[config.mk]
export PLATFORM = sky130hd
export DESIGN_NAME = tx_rd_req_scheduler
export DESIGN_NICKNAME = d
export VERILOG_FILES = /design/src/rtl/tx_rd_req_scheduler.sv
export SDC_FILE = /design/constraint.sdc
export NUM_CORES = 1
export LEC_CHECK = 0
export ABC_AREA = 0
export CORE_ASPECT_RATIO = 0.75
export CORE_UTILIZATION = 52
export CTS_CLUSTER_DIAMETER = 150
export DETAILED_ROUTE_END_ITERATION = 10
export GPL_TIMING_DRIVEN = 0
export PLACE_DENSITY = 0.84
export REMOVE_ABC_BUFFERS = 1
export SLEW_MARGIN = 5
export SYNTH_ARGS = -nofsm -noshare
export SYNTH_HDL_FRONTEND = slang
export SYNTH_SLANG_ARGS = --single-unit
[constraint.sdc]
create_clock -name trn_clk -period 7.2 [get_ports trn_clk]
set_input_delay 0.72 -clock trn_clk [delete_from_list [all_inputs] [get_ports trn_clk]]
set_output_delay 0.72 -clock trn_clk [all_outputs]
set_load 0.02 [all_outputs]
[src/rtl/tx_rd_req_scheduler.sv]
// TX read-request scheduler: turns 512 B chunk read requests into a series of
// MRRS-sized PCIe memory-read TLPs on the TRN transmit interface, drawing one
// tag per TLP from a bitmap pool that the completion side releases.
module tx_rd_req_scheduler #(
    parameter int TAG_W    = 3,
    parameter int MRRS_QW  = 16,
    parameter int CHUNK_QW = 64
) (
    input  logic              trn_clk,
    input  logic              reset,
    input  logic [15:0]       cfg_completer_id,
    input  logic [63:0]       huge_page_addr_read_from,
    input  logic              read_chunk,
    output logic              read_chunk_ack,
    output logic [63:0]       trn_td,
    output logic [7:0]        trn_trem_n,
    output logic              trn_tsof_n,
    output logic              trn_teof_n,
    output logic              trn_tsrc_rdy_n,
    input  logic              trn_tdst_rdy_n,
    input  logic              cpl_done,
    input  logic [TAG_W-1:0]  cpl_done_tag,
    output logic [TAG_W:0]    tags_outstanding,
    output logic              busy,
    output logic              err_tag_free
);

    localparam int          NTAGS     = 1 << TAG_W;
    localparam int          TLPS      = CHUNK_QW / MRRS_QW;
    localparam int          REM_W     = $clog2(TLPS + 1);
    // Length field is 10 bits; a full 1024 DW request wraps to 0 as PCIe expects.
    localparam logic [9:0]  LEN_DW    = 10'(MRRS_QW * 2);
    localparam logic [63:0] ADDR_STEP = 64'(MRRS_QW * 8);

    typedef enum logic [2:0] {
        S_IDLE,
        S_GET_TAG,
        S_HDR0,
        S_HDR1,
        S_NEXT
    } state_t;

    state_t             state_q, state_d;
    logic [63:0]        addr_q, addr_d;
    logic [REM_W-1:0]   rem_q, rem_d;
    logic [TAG_W-1:0]   cur_tag_q, cur_tag_d;
    logic               ack_q, ack_d;
    logic               busy_q, busy_d;
    logic [NTAGS-1:0]   bitmap_q, bitmap_d;
    logic [TAG_W:0]     tags_q, tags_d;
    logic               err_q, err_d;

    logic               free_found;
    logic [TAG_W-1:0]   free_idx;
    logic               alloc;
    logic [31:0]        dw0;
    logic               addr_is_64;

    // Lowest-index free tag in the pool (descending scan so the lowest wins).
    always_comb begin
        free_found = 1'b0;
        free_idx   = '0;
        for (int i = NTAGS - 1; i >= 0; i--) begin
            if (!bitmap_q[i]) begin
                free_found = 1'b1;
                free_idx   = TAG_W'(i);
            end
        end
    end

    // State register and all datapath flops.
    always_ff @(posedge trn_clk) begin
        if (reset) begin
            state_q   <= S_IDLE;
            addr_q    <= '0;
            rem_q     <= '0;
            cur_tag_q <= '0;
            ack_q     <= 1'b0;
            busy_q    <= 1'b0;
            bitmap_q  <= '0;
            tags_q    <= '0;
            err_q     <= 1'b0;
        end else begin
            state_q   <= state_d;
            addr_q    <= addr_d;
            rem_q     <= rem_d;
            cur_tag_q <= cur_tag_d;
            ack_q     <= ack_d;
            busy_q    <= busy_d;
            bitmap_q  <= bitmap_d;
            tags_q    <= tags_d;
            err_q     <= err_d;
        end
    end

    // Next-state logic: chunk acceptance, tag allocation, TLP sequencing.
    always_comb begin
        state_d   = state_q;
        addr_d    = addr_q;
        rem_d     = rem_q;
        cur_tag_d = cur_tag_q;
        ack_d     = 1'b0;
        busy_d    = busy_q;
        alloc     = 1'b0;
        case (state_q)
            S_IDLE: begin
                if (read_chunk) begin
                    ack_d   = 1'b1;
                    addr_d  = huge_page_addr_read_from;
                    rem_d   = REM_W'(TLPS);
                    busy_d  = 1'b1;
                    state_d = S_GET_TAG;
                end
            end
            S_GET_TAG: begin
                if (free_found) begin
                    alloc     = 1'b1;
                    cur_tag_d = free_idx;
                    state_d   = S_HDR0;
                end
            end
            S_HDR0: begin
                if (!trn_tdst_rdy_n) begin
                    state_d = S_HDR1;
                end
            end
            S_HDR1: begin
                if (!trn_tdst_rdy_n) begin
                    state_d = S_NEXT;
                end
            end
            S_NEXT: begin
                addr_d = addr_q + ADDR_STEP;
                rem_d  = rem_q - REM_W'(1);
                if (rem_q == REM_W'(1)) begin
                    busy_d  = 1'b0;
                    state_d = S_IDLE;
                end else begin
                    state_d = S_GET_TAG;
                end
            end
            default: state_d = S_IDLE;
        endcase
    end

    // Tag pool: set on allocation, clear on a valid release, flag bogus
    // releases. Allocation only ever picks a clear bit and a valid release
    // only touches a set bit, so the two can never collide on one tag.
    always_comb begin
        bitmap_d = bitmap_q;
        err_d    = err_q;
        if (alloc) begin
            bitmap_d[free_idx] = 1'b1;
        end
        if (cpl_done) begin
            if (bitmap_q[cpl_done_tag]) begin
                bitmap_d[cpl_done_tag] = 1'b0;
            end else begin
                err_d = 1'b1;
            end
        end
        tags_d = '0;
        for (int i = 0; i < NTAGS; i++) begin
            tags_d = tags_d + (TAG_W + 1)'(bitmap_d[i]);
        end
    end

    // Header DW0: memory read, 3DW or 4DW depending on the upper address.
    always_comb begin
        addr_is_64 = |addr_q[63:32];
        dw0        = {1'b0, (addr_is_64 ? 2'b01 : 2'b00), 5'b00000,
                      1'b0, 3'b000, 4'b0000, 1'b0, 1'b0, 2'b00, 2'b00, LEN_DW};
    end

    // Output logic: TRN beat contents purely from the current state.
    always_comb begin
        trn_td         = '0;
        trn_trem_n     = 8'h00;
        trn_tsof_n     = 1'b1;
        trn_teof_n     = 1'b1;
        trn_tsrc_rdy_n = 1'b1;
        case (state_q)
            S_HDR0: begin
                trn_tsrc_rdy_n = 1'b0;
                trn_tsof_n     = 1'b0;
                trn_td         = {dw0, cfg_completer_id, 8'(cur_tag_q), 4'hF, 4'hF};
            end
            S_HDR1: begin
                trn_tsrc_rdy_n = 1'b0;
                trn_teof_n     = 1'b0;
                if (addr_is_64) begin
                    trn_td     = {addr_q[63:32], addr_q[31:2], 2'b00};
                    trn_trem_n = 8'h00;
                end else begin
                    trn_td     = {addr_q[31:2], 2'b00, 32'h0};
                    trn_trem_n = 8'h0F;
                end
            end
            default: ;
        endcase
    end

    assign read_chunk_ack   = ack_q;
    assign busy             = busy_q;
    assign tags_outstanding = tags_q;
    assign err_tag_free     = err_q;

endmodule

==> results.cfg <==
[outcome]
status = finished clean

[logic_synthesis]
yosysSeqAreaShare_pct = 30.4
synth-edff-count = 0
ys_ff_latch = 86
synth.distinct_cells = 64
synth_cells = 793
yosysWarnings = 0
async_flop_share_pct = 0
synth_ff_type = dfxtp_1
avgSynthCellArea_um2 = 7.15
synth.cell_area_mm2 = 0.00567

[placed_design]
dp_cells = 1023
io_buffers = 163
pre_cts_slack_ns = 2.31
place_congestion = 0.964
hpwlAfterDp_um = 15200

[floorplanning]
die_w_um = 123
core_area_mm2 = 0.0105
dieArea_mm2 = 0.0113
die_h_um = 92.4
ios = 170
row_count = 32
start_util_pct = 54.3

[detailed_routing]
wl_um = 21500
vias_per_cell = 6.72
drt-wirelength-per-cell_um = 20.7
dr.pass1.iters = 6
remaining_drc_errors = 0
vias = 6986
drtIter0Drc = 908
ant_nets = 0

[timing]
slew_headroom_pct = 19.6
finClkSkew_ns = 0.00739
finalHoldViolCount = 0
setup_ws_ns = 2.63
finalCritPeriodShare_pct = 63.5
worst_slew_pin_slew_ns = 1.20
max_freq_mhz = 219
setup_viol = 0
fin_crit_ns = 4.57
drv_slew = 0
rsz0062_at_grt = no

[clock_network]
clkLatencyLatePin_ns = 0.35
cts_tree = yes
cts_resized = 0
cts_setup_buffers = 0
cts_buffer_depth = 2
cts_hold_buf = 0
cts_max_level = 3
clk_pin_slew_ns = 0.06
cts_root_buf = clkbuf_16
clock-sinks = 86
cts-buffers-inserted = 9

[layout]
drive_gt1_share_pct = 5.43
stdcell_count = 1039
antenna_cells = 0
area_growth_pct = 34.6
nets = 996

[worst_setup_path]
end_kind = flip-flop
slowest_stage = clkdlybuf4s50_1
cp_slowest_stage_delay_ns = 0.63
crit_fanout = 7
cp-start-kind = input port
worstPathRequired_ns = 7.43
crit_chain = clkdlybuf4s50_1, mux4_2, nand3b_1, o32ai_1, fa_1, inv_1, fa_1, inv_1, fa_1, inv_1, ha_1, inv_1, fa_1, xor2_1, nor2_1
crit_buf_inv = 5
cp_top_family = adder cells
crit_type = input port to flip-flop
crit_arrival_ns = 4.81

[global_route]
grtUsageTotal_pct = 37.6
grt_pass1_wl_um = 32900
grt_max_degree = 51
antenna_found_initial = 0
grt_pass1_vias = 6291
grt_overflow = 0

[power_and_ir_drop]
leakagePower_nw = 2.57
ir_worst_vdd_uv = 147
powerDensity_mw_per_mm2 = 205

[run]
drv_cap = 0

[min_path]
hold_class = flip-flop to flip-flop
-- power by group --
| part | internal [mW] | switching [mW] |
|---|---|---|
| Clock | 0.350 | 0.205 |
| Combinational | 0.181 | 0.215 |
| Sequential | 0.520 | 0.0948 |
-- flip-flops by register name, summed over array words and instances, names as in the netlist --
signal / count
addr_q: 62
bitmap_q: 8
busy: 1
cur_tag_q: 3
err_tag_free: 1
read_chunk_ack: 1
rem_q: 3
state_q: 3
tags_outstanding: 4
-- metrics by stage --
stage / hold WS, ns / setup TNS [ns] / instance area [µm²] / power [mW] / utilization [%]
after global routing: 0.513 / 0 / 7630 / 1.62 / 73.0
final: 0.482 / 0 / 7630 / 1.56 / 73.0
after CTS: 0.482 / 0 / 7630 / 1.55 / 73.0
after floorplan: 0.426 / 0 / 5320 / 0.793 / -
after global placement: 0.449 / -31.84 / 7130 / 0.982 / 68.2
after detailed placement: 0.474 / 0 / 7280 / 1.01 / 69.7
-- placed cells by master, fill, tap and decap left out, types with 20 or more instances in the layout --
cell	netlist	routed
clkdlybuf4s50_1	0	162
a21oi_1	100	100
nand2_1	94	94
dfxtp_1	86	86
nor2_1	85	81
nand3_1	34	34
nand4_1	28	28
nor4_1	25	25
a31oi_1	25	25
nor3_1	20	20
-- path summary, 6_finish.rpt --
kind                                          to  slack (ns)  depth (start not counted)                     from
setup reg to reg  tags_outstanding[2]$_SDFF_PP0_        2.70                         15  state_q[0]$_SDFFE_PP0P_
setup / recovery  tags_outstanding[2]$_SDFF_PP0_        2.63                         15          cpl_done_tag[2]
hold reg to reg                busy$_SDFFE_PP0P_        0.48                          2        busy$_SDFFE_PP0P_
hold / removal                 busy$_SDFFE_PP0P_        0.48                          2        busy$_SDFFE_PP0P_
-- logic make-up (layout without fill, tap and decap cells) --
kind of cell | Yosys count | count (layout) | synth area share (%)
XOR/XNOR | 10 | 10 | 1.54
AO/OA/AOI/OAI | 223 | 223 | 24.5
multiplexers | 7 | 7 | 1.70
adder cells (fa/ha/maj) | 10 | 10 | 2.74
buffers and inverters | 97 | 204 | 7.37
other | 1 | 4 | 0.0661
AND/OR/NAND/NOR | 359 | 359 | 31.7
flip-flops | 86 | 86 | 30.4
-- cell type report --
| cell class | instances | area [µm²] |
|---|---|---|
| timing repair buffer | 172 | 1770 |
| inverter | 16 | 60.1 |
| clock buffer | 11 | 243 |
| clock inverter | 5 | 106 |
| multi-input combinational | 613 | 3570 |
| tap | 136 | 170 |
| sequential | 86 | 1720 |
| fill | 845 | 2820 |
-- Yosys cell counts (5+ instances only) --
master    count  share of area, %
or3_1        11               1.2
dfxtp_1      86                30
ha_1          6               1.3
a21oi_1     100               8.8
nor4_1       25               2.8
and4_1        6              0.93
o22ai_1       5              0.55
o211ai_1     14               1.9
nor2b_1       5              0.55
nor3_1       20               1.8
xor2_1        5              0.77
buf_4         9               1.2
and2_1        7              0.77
a22o_1       19               2.9
a31oi_1      25               2.8
nand2_1      94               6.2
nor2_1       85               5.6
o21ai_0      19               1.7
nand4_1      28               3.1
nand2b_1      6              0.66
xnor2_1       5              0.77
nand3_1      34               3.0
inv_1        16               1.1
clkbuf_1     65               4.3
and3_1       15               1.7
a22oi_1       9               1.2
-- worst register-to-register path: stages, from the launching register on --
cell	delay, ns
dfxtp_1	0.70
nor3b_1	0.46
nor2b_1	0.41
a21o_1	0.18
o21ai_0	0.16
fa_1	0.55
inv_1	0.05
fa_1	0.48
inv_1	0.06
fa_1	0.45
inv_1	0.07
ha_1	0.16
inv_1	0.06
fa_1	0.37
xor2_1	0.15
nor2_1	0.06
-- layer usage --
metal  GRT usage [%]  up-vias  wire (µm)
met4            14.4        0        641
met1            51.0     3290       8850
met3            8.68       63       2480
li1                -     3094          -
met2            57.3      539       9500
met5               0        -          0
Power figures use the tool's default switching activity.
